[config.mk]
export PLATFORM = sky130hd
export DESIGN_NAME = ps2_tx
export DESIGN_NICKNAME = d
export VERILOG_FILES = /design/src/rtl/ps2_pkg.sv /design/src/rtl/ps2_quarter_tick.sv /design/src/rtl/ps2_tx.sv
export SDC_FILE = /design/constraint.sdc
export NUM_CORES = 1
export LEC_CHECK = 0
export CORE_ASPECT_RATIO = 1.25
export CORE_UTILIZATION = 48
export DETAILED_ROUTE_END_ITERATION = 8
export PLACE_DENSITY = 0.81
export SYNTH_ARGS = -nofsm -noshare
export SYNTH_HDL_FRONTEND = slang
export SYNTH_SLANG_ARGS = --single-unit
[constraint.sdc]
create_clock -name clk -period 2.45 [get_ports clk]
set_clock_uncertainty 0.05 [all_clocks]
set_input_delay 0.49 -clock clk [delete_from_list [all_inputs] [get_ports clk]]
set_output_delay 0.49 -clock clk [all_outputs]
set_load 0.1 [all_outputs]
[src/rtl/ps2_pkg.sv]
// Shared PS/2 definitions: frame layout, parity helper and transmitter state encoding.
package ps2_pkg;

  localparam int unsigned FRAME_BITS = 11;
  localparam logic        START_BIT  = 1'b0;
  localparam logic        STOP_BIT   = 1'b1;
  localparam int unsigned BIT_IDX_W  = $clog2(FRAME_BITS);
  localparam int unsigned PHASE_W    = 2;

  typedef enum logic [1:0] {
    ST_IDLE = 2'd0,
    ST_SEND = 2'd1,
    ST_GAP  = 2'd2
  } ps2_tx_state_t;

  // Wire order on the line is start first, so start sits at bit 0.
  typedef struct packed {
    logic       stop;
    logic       parity;
    logic [7:0] data;
    logic       start;
  } ps2_frame_t;

  function automatic logic odd_parity(input logic [7:0] data);
    return ~^data;
  endfunction

  function automatic ps2_frame_t make_frame(input logic [7:0] data);
    ps2_frame_t f;
    f.stop   = STOP_BIT;
    f.parity = odd_parity(data);
    f.data   = data;
    f.start  = START_BIT;
    return f;
  endfunction

endpackage

[src/rtl/ps2_quarter_tick.sv]
// Quarter-bit prescaler: tick marks every QUARTER-th edge counted from the cycle restart is high.
module ps2_quarter_tick #(
  parameter int unsigned QUARTER = 25
) (
  input  logic clk,
  input  logic reset,
  input  logic restart,
  output logic tick
);

  localparam int unsigned    CNT_W       = (QUARTER > 1) ? $clog2(QUARTER) : 1;
  localparam logic [CNT_W-1:0] CNT_LAST  = CNT_W'(QUARTER - 1);
  localparam logic [CNT_W-1:0] CNT_START = CNT_W'((QUARTER > 1) ? 1 : 0);
  localparam logic           ONE_CYCLE   = (QUARTER == 1);

  logic [CNT_W-1:0] cnt_q, cnt_d;

  // The restart cycle itself counts as the first cycle of the first quarter.
  always_comb begin
    cnt_d = (cnt_q == CNT_LAST) ? '0 : cnt_q + CNT_W'(1);
    tick  = (cnt_q == CNT_LAST);
    if (restart) begin
      cnt_d = CNT_START;
      tick  = ONE_CYCLE;
    end
  end

  always_ff @(posedge clk) begin
    if (reset) cnt_q <= '0;
    else       cnt_q <= cnt_d;
  end

endmodule

[src/rtl/ps2_tx.sv]
// Device-side PS/2 frame transmitter: byte handshake in, open-collector style clock/data frame out.
module ps2_tx
  import ps2_pkg::*;
#(
  parameter int unsigned QUARTER      = 25,
  parameter int unsigned GAP_QUARTERS = 4
) (
  input  logic       clk,
  input  logic       reset,
  input  logic [7:0] in_data,
  input  logic       in_valid,
  output logic       in_ready,
  input  logic       inhibit,
  output logic       ps2_clk,
  output logic       ps2_dat,
  output logic       busy,
  output logic       done,
  output logic       aborted
);

  localparam int unsigned GAP_W = (GAP_QUARTERS > 0) ? $clog2(GAP_QUARTERS + 1) : 1;
  localparam logic [GAP_W-1:0]     GAP_LAST = GAP_W'((GAP_QUARTERS > 0) ? GAP_QUARTERS - 1 : 0);
  localparam logic                 NO_GAP   = (GAP_QUARTERS == 0);
  localparam logic [BIT_IDX_W-1:0] BIT_LAST = BIT_IDX_W'(FRAME_BITS - 1);

  ps2_tx_state_t           state_q, state_d;
  logic [FRAME_BITS-1:0]   frame_q, frame_d;
  logic [BIT_IDX_W-1:0]    bit_q, bit_d;
  logic [PHASE_W-1:0]      phase_q, phase_d;
  logic [GAP_W-1:0]        gap_q, gap_d;
  logic                    clk_q, clk_d;
  logic                    dat_q, dat_d;
  logic                    done_q, done_d;
  logic                    abort_q, abort_d;
  logic                    busy_q, busy_d;
  logic                    accept_c;
  logic                    tick_c;
  logic                    step_c;

  assign in_ready = (state_q == ST_IDLE) && !inhibit;
  assign accept_c = in_valid && in_ready;

  ps2_quarter_tick #(.QUARTER(QUARTER)) u_tick (
    .clk     (clk),
    .reset   (reset),
    .restart (accept_c),
    .tick    (tick_c)
  );

  always_comb begin
    state_d = state_q;
    frame_d = frame_q;
    bit_d   = bit_q;
    phase_d = phase_q;
    gap_d   = gap_q;
    clk_d   = clk_q;
    dat_d   = dat_q;
    done_d  = 1'b0;
    abort_d = 1'b0;
    step_c  = 1'b0;

    unique case (state_q)
      ST_IDLE: begin
        if (accept_c) begin
          state_d = ST_SEND;
          frame_d = make_frame(in_data);
          bit_d   = '0;
          phase_d = '0;
          step_c  = tick_c;
        end
      end
      ST_SEND: step_c = tick_c;
      ST_GAP: begin
        if (NO_GAP) begin
          state_d = ST_IDLE;
        end else if (tick_c) begin
          if (gap_q == GAP_LAST) begin
            state_d = ST_IDLE;
            gap_d   = '0;
          end else begin
            gap_d = gap_q + GAP_W'(1);
          end
        end
      end
      default: state_d = ST_IDLE;
    endcase

    // One quarter of the current bit; a single-cycle quarter may land on the accept edge.
    if (step_c) begin
      unique case (phase_d)
        2'd0: begin
          dat_d   = frame_d[0];
          phase_d = 2'd1;
        end
        2'd1: begin
          clk_d   = 1'b0;
          phase_d = 2'd2;
        end
        2'd2: phase_d = 2'd3;
        default: begin
          clk_d   = 1'b1;
          phase_d = 2'd0;
          if (bit_d == BIT_LAST) begin
            state_d = ST_GAP;
            dat_d   = 1'b1;
            done_d  = 1'b1;
            bit_d   = '0;
          end else if (inhibit) begin
            state_d = ST_GAP;
            dat_d   = 1'b1;
            abort_d = 1'b1;
            bit_d   = '0;
          end else begin
            bit_d   = bit_d + BIT_IDX_W'(1);
            frame_d = {STOP_BIT, frame_d[FRAME_BITS-1:1]};
          end
        end
      endcase
    end

    busy_d = (state_d != ST_IDLE);
  end

  always_ff @(posedge clk) begin
    if (reset) begin
      state_q <= ST_IDLE;
      frame_q <= '0;
      bit_q   <= '0;
      phase_q <= '0;
      gap_q   <= '0;
      clk_q   <= 1'b1;
      dat_q   <= 1'b1;
      done_q  <= 1'b0;
      abort_q <= 1'b0;
      busy_q  <= 1'b0;
    end else begin
      state_q <= state_d;
      frame_q <= frame_d;
      bit_q   <= bit_d;
      phase_q <= phase_d;
      gap_q   <= gap_d;
      clk_q   <= clk_d;
      dat_q   <= dat_d;
      done_q  <= done_d;
      abort_q <= abort_d;
      busy_q  <= busy_d;
    end
  end

  assign ps2_clk = clk_q;
  assign ps2_dat = dat_q;
  assign busy    = busy_q;
  assign done    = done_q;
  assign aborted = abort_q;

endmodule

# After elaboration in Yosys (flattened, before gate mapping)
# Cells that the tools add are included.
[word_totals]
register_bits = 32
in_bits = 12
elab_cells = 78
out_inout_bits = 6
[classes]
n_eq_ne = 7
n_reduce_logical = 17
bitwise = 3
add_sub_neg = 3
n_mux = 36
[op_table]
columns = ["op", "n"]
rows = [
  ["$mux 11", 6],
  ["$mux 4", 6],
  ["$mux 2", 10],
  ["$pmux 2 s3", 2],
  ["$mux 1", 8],
  ["$reduce_xnor 8->1", 1],
  ["$pmux 1 s2", 3],
  ["$reduce_or 3->1", 2],
  ["$reduce_or 6->1", 1],
  ["$add 5x1->5 const B", 1],
  ["$eq 5x5->1 const B", 1],
  ["$reduce_or 5->1", 1],
  ["$add 4x1->4 const B", 1],
  ["$eq 2x1->1 const B", 2],
  ["$eq 2x2->1 const B", 2],
  ["$eq 4x4->1 const B", 1],
  ["$logic_not 2->1", 2],
  ["$reduce_and 2->1", 2],
  ["$reduce_or 2->1", 2],
  ["$add 3x1->3 const B", 1],
  ["$eq 3x2->1 const B", 1],
  ["$mux 3", 1],
  ["$not 1->1", 3],
  ["$reduce_and 3->1", 1],
  ["other kinds (4)", 5],
]

# Depth between registers and ports, before layout
[depth]
word_depth = 11
mapped_depth = 12
ltp_nobuf = 9

# Cells and area by module
# Synthesis repeated with hierarchy kept, for this count alone.
[hier_totals]
hier_cells = 174
hier_area_um2 = 1625.3
[by_module_without_submodules]
columns = ["module", "seq_area_each_um2", "cells_per_inst", "n_inst", "area_per_inst_um2"]
rows = [
  ["ps2_tx", 540.5, 150, 1, 1390.1],
  ["ps2_quarter_tick", 100.1, 24, 1, 235.2],
]

# Worst setup path before layout
# OpenSTA, ideal clock, no wires.
[synth_timing]
kind = "input to register"
start = "input port inhibit"
end = "register frame_q[0]"
t_arrival_ns = 3.180
t_required_ns = 2.272
stages = 5
n_path_buf = 0
path_slack_ns = -0.908
setup_time_ns = 0.128
path_cell_list = "nor3_1 -> and2_1 -> a21oi_1 -> a2bb2oi_1 -> nor2_1"
[synth_via]
elab_chain_cells = 9
elab_cells_between_ends = 21
classes_between = "3 x eq/ne; 13 x mux; 5 x reduce/logical"
[synth_rtl]
columns = ["item", "line", "source"]
rows = [
  ["start, declared", "ps2_tx.sv:13", "input logic inhibit,"],
  ["$logic_not 1->1", "ps2_tx.sv:40", "assign in_ready = (state_q == ST_IDLE) && !inhibit;"],
  ["$logic_and 1x1->1", "ps2_tx.sv:40", ""],
  ["$logic_and 1x1->1", "ps2_tx.sv:41", "assign accept_c = in_valid && in_ready;"],
  ["$mux 4, or another cell as far along", "ps2_tx.sv:64", "if (accept_c) begin"],
  ["$mux 4, or another cell as far along", "ps2_tx.sv:62", "unique case (state_q)"],
  ["$eq 4x4->1, or another cell as far along", "ps2_tx.sv:103", "if (bit_d == BIT_LAST) begin"],
  ["$mux 11 / $reduce_or 3->1 (equally long branches)", "--", ""],
  ["$mux 11", "ps2_tx.sv:90", "unique case (phase_d)"],
  ["$mux 11 (*)", "ps2_tx.sv:89", "if (step_c) begin"],
  ["end signal, assigned", "ps2_tx.sv:138", "frame_q <= frame_d;"],
  ["end, declared", "ps2_tx.sv:27", "logic [FRAME_BITS-1:0] frame_q, frame_d;"],
]
# Mark *: on every way between the ends. The rest lies on a longest branch, timed or not.
# A chain may end at the register's enable or synchronous reset.

# Final worst setup path
[layout_timing]
start = "input port inhibit"
end = "register frame_q[1]"
# Same word-level chain as after synthesis.

==> flow_summary.json <==
{
  "status": "finished clean",
  "power_frac_comb_pct": 14.1,
  "die-area_um2": 3550,
  "drt_iter0_drc": 13,
  "synth-seq-cells": 32,
  "fin_crit_sh_pct": 96.9,
  "antenna_found_initial": 0,
  "clock-root-buffer": "clkbuf_8",
  "netlist_top_cells_area": "dfxtp_1 (40%), ha_1 (7.9%), mux2i_1 (5.0%)",
  "crit_path_end_kind": "register",
  "dp.cells": 239,
  "critical-path-max-stage-delay_ns": 0.50,
  "diodes": 0,
  "clkPwrFrac_pct": 37.2,
  "grt.met3_usage_pct": 6.21,
  "internal_power_uw": 841,
  "grt_max_degree": 17,
  "hold_viol": 0,
  "drv_cap": 0,
  "synth_top_cell_area_share_pct": 40.3,
  "post_drt_wl_per_cell_um": 14.5,
  "layout.nets": 237,
  "hp-class": "reg -> reg",
  "synth_cell_types": 40,
  "hold_end": "gap_q[2]$_SDFFE_PP0P_",
  "grt_pass1_vias": 1477,
  "clkTransAtPathRegs_ns": 0.06,
  "port_buffers": 17,
  "io-pin-count": 18,
  "crit_path_top_delay_cell": "or4b_4",
  "ys_seq_area_share_pct": 40.3,
  "area_delta_synth_final_pct": 34.3,
  "cp_max_fo": 6,
  "grt_overflow": 0,
  "slew_violations": 0,
  "use_met1_pct": 23.5,
  "crit_path_start_kind": "input port",
  "rsz0062_at_grt": "false",
  "drive_above_1_share_pct": 26.4,
  "worstSetupPathType": "in -> reg",
  "layout_commonest_cell": "dfxtp_1",
  "syn_inst": 171,
  "wl_mm": 3.67,
  "hp-start": "gap_q[2]$_SDFFE_PP0P_",
  "clk_path_buf_depth": 2,
  "row_count": 23,
  "ir_drop_uv": 447,
  "crit_family": "simple AND/OR/NAND/NOR gates",
  "numCtsBuffers": 5,
  "viasPerCell": 5.37,
  "fin_util_pct": 66.8,
  "cts.sinks": 32,
  "synth_area_leader_cell": "dfxtp_1",
  "period_needed_ns": 2.37,
  "final_cell_mix": "dfxtp_1 (32), buf_4 (29), nor2_1 (20), a21oi_1 (12)",
  "syn_area_um2": 1590,
  "syn_nets": 193,
  "reg2reg_from": "state_q[0]$_SDFF_PP0_",
  "drc": 0,
  "p_sw_uw": 275,
  "rr_endpoint": "frame_q[1]$_SDFF_PP0_",
  "die_w_um": 53.5,
  "min_path_cells": 2,
  "fmax_mhz": 421,
  "power.density_nw_per_um2": 523,
  "core_area_um2": 3190,
  "start_util_pct": 49.7,
  "dp_hpwl_mm": 2.50,
  "ff2ff_path_depth": 9,
  "critical_path_buf_inv_count": 2,
  "setup_violations": 0,
  "seqPwrFrac_pct": 48.7,
  "drt_pass1_iterations": 4,
  "power_switching_share_pct": 24.6,
  "synth_area_per_cell_um2": 9.29,
  "cp.required_ns": 2.62,
  "arrival_ns": 2.55,
  "grt.busiest_layer": "met2",
  "layoutNonFillerInstCount": 253,
  "ff2ff_setup_slack_ns": 0.09,
  "worstMarginPinSlew_ns": 0.508,
  "maxSlewHeadroom_pct": 65.9,
  "gp_congestion": 0.900,
  "num_vias": 1359,
  "die_h_um": 66.3,
  "p_leak_nw": 0.949,
  "cts_max_level": 2,
  "postCtsHoldBufs": 0,
  "cp_cell_sequence": "clkdlybuf4s15_1, or4b_4, and2_4, ha_1, and3b_2, a21oi_4, nand2_8, buf_12, mux2_4, nor2_2",
  "clock_latency_ns": 0.29,
  "ant_nets": 0,
  "grt_use_met2_pct": 45.9,
  "grt_pass1_wl_mm": 6.24,
  "tritoncts": "done",
  "grt_util_all_layers_pct": 25.4,
  "yosysWarningCount": 0
}
==> repair_timing <==
action / CTS / global route
endpoints found under the setup margin: 14 / 10
buffers inserted: 5 / 1
gates resized for setup: 7 / 3
pin swaps: 5 / 4
==> how the worst max path moves through the flow <==
stage             start                    end  slack (ns)  cells after the start
2_1_floorplan   inhibit  frame_q[4]$_SDFF_PP0_       -0.05                     10
3_3_place_gp   in_valid  frame_q[3]$_SDFF_PP0_       -0.36                     10
3_5_place_dp   in_valid  frame_q[9]$_SDFF_PP0_       -0.43                      9
4_1_cts         inhibit  frame_q[1]$_SDFF_PP0_        0.02                     10
5_1_grt         inhibit  frame_q[8]$_SDFF_PP0_        0.02                     12
6_report        inhibit  frame_q[1]$_SDFF_PP0_        0.08                     10
==> per-layer routing <==
layer	up-vias	wire, um
met5	-	0
met4	0	180
met3	19	136
met2	33	2040
met1	640	1300
li1	667	-
==> per-stage QoR <==
stage                     TNS [ns]  hold WS [ns]  worst slack [ns]  cell area [um^2]  power, mW
after floorplan             -0.190         0.372           -0.0476              1650      0.656
after global placement       -5.55         0.381            -0.358              1960      0.699
after detailed placement     -6.72         0.401            -0.431              1960      0.707
after CTS                        0         0.412            0.0197              2120       1.13
after global routing             0         0.435            0.0158              2130       1.16
final                            0         0.407            0.0753              2130       1.12
==> area by class of cell <==
cell class	count	area (um^2)
Tap cell	37	46.3
Inverter	7	26.3
Timing Repair Buffer	43	379
Multi-Input combinational cell	126	952
Fill cell	244	1060
Sequential cell	32	641
Clock buffer	8	90.1
==> worst register-to-register path, stage by stage, from the launching register on <==
cell and delay [ns]:
dfxtp_1 0.32, or4b_4 0.55, and2_4 0.16, ha_1 0.16, and3b_2 0.23, a21oi_4 0.20, nand2_8 0.08, buf_12 0.14
mux2_4 0.30, nor2_2 0.10
==> cells by family (layout without fill, tap and decap cells) <==
logic type / after synthesis / count (layout) / share of synthesized area (%)
simple gates: 68 / 68 / 23.1
flops: 32 / 32 / 40.3
compound gates: 23 / 23 / 9.06
mux: 15 / 15 / 10.0
buf+inv: 13 / 58 / 4.09
fa+ha+maj: 10 / 10 / 7.87
xor+xnor: 10 / 10 / 5.51
==> state kept, by name (all words and copies together) (netlist names) <==
register / flops
ps2_clk: 1
done: 1
ps2_dat: 1
u_tick.cnt_q: 5
state_q: 2
aborted: 1
phase_q: 2
busy: 1
frame_q: 11
gap_q: 3
bit_q: 4
==> power by group through the flow <==
| stage | logic [mW] | clock network, mW | registers (mW) |
|---|---|---|---|
| 2_1_floorplan | 0.0927 | 0 | 0.563 |
| 3_3_place_gp | 0.145 | 0 | 0.554 |
| 3_5_place_dp | 0.151 | 0 | 0.555 |
| 4_1_cts | 0.156 | 0.425 | 0.544 |
| 5_1_grt | 0.170 | 0.447 | 0.545 |
| 6_report | 0.157 | 0.415 | 0.544 |
==> synth_stat cells, drive strengths merged <==
| master | number |
|---|---|
| dfxtp | 32 |
| nor2 | 22 |
| a21oi | 13 |
| nand2 | 11 |
| ha | 10 |
| mux2i | 8 |
| inv | 7 |
| mux2 | 7 |
| nand3 | 7 |
| xnor2 | 6 |
| nand2b | 5 |
| o21ai | 5 |
| and2 | 4 |
| nor3 | 4 |
| xor2 | 4 |
| buf | 3 |
| clkbuf | 3 |
| and3 | 2 |
| nand3b | 2 |
| nor2b | 2 |
| nor3b | 2 |
| a211oi | 1 |
| a21o | 1 |
| a2bb2oi | 1 |
| a311oi | 1 |
| and3b | 1 |
| and4b | 1 |
| nand4b | 1 |
| nor4b | 1 |
| nor4bb | 1 |
| o211a | 1 |
| or3 | 1 |
| or4b | 1 |
Note: power is estimated with default switching activity, not from simulation.
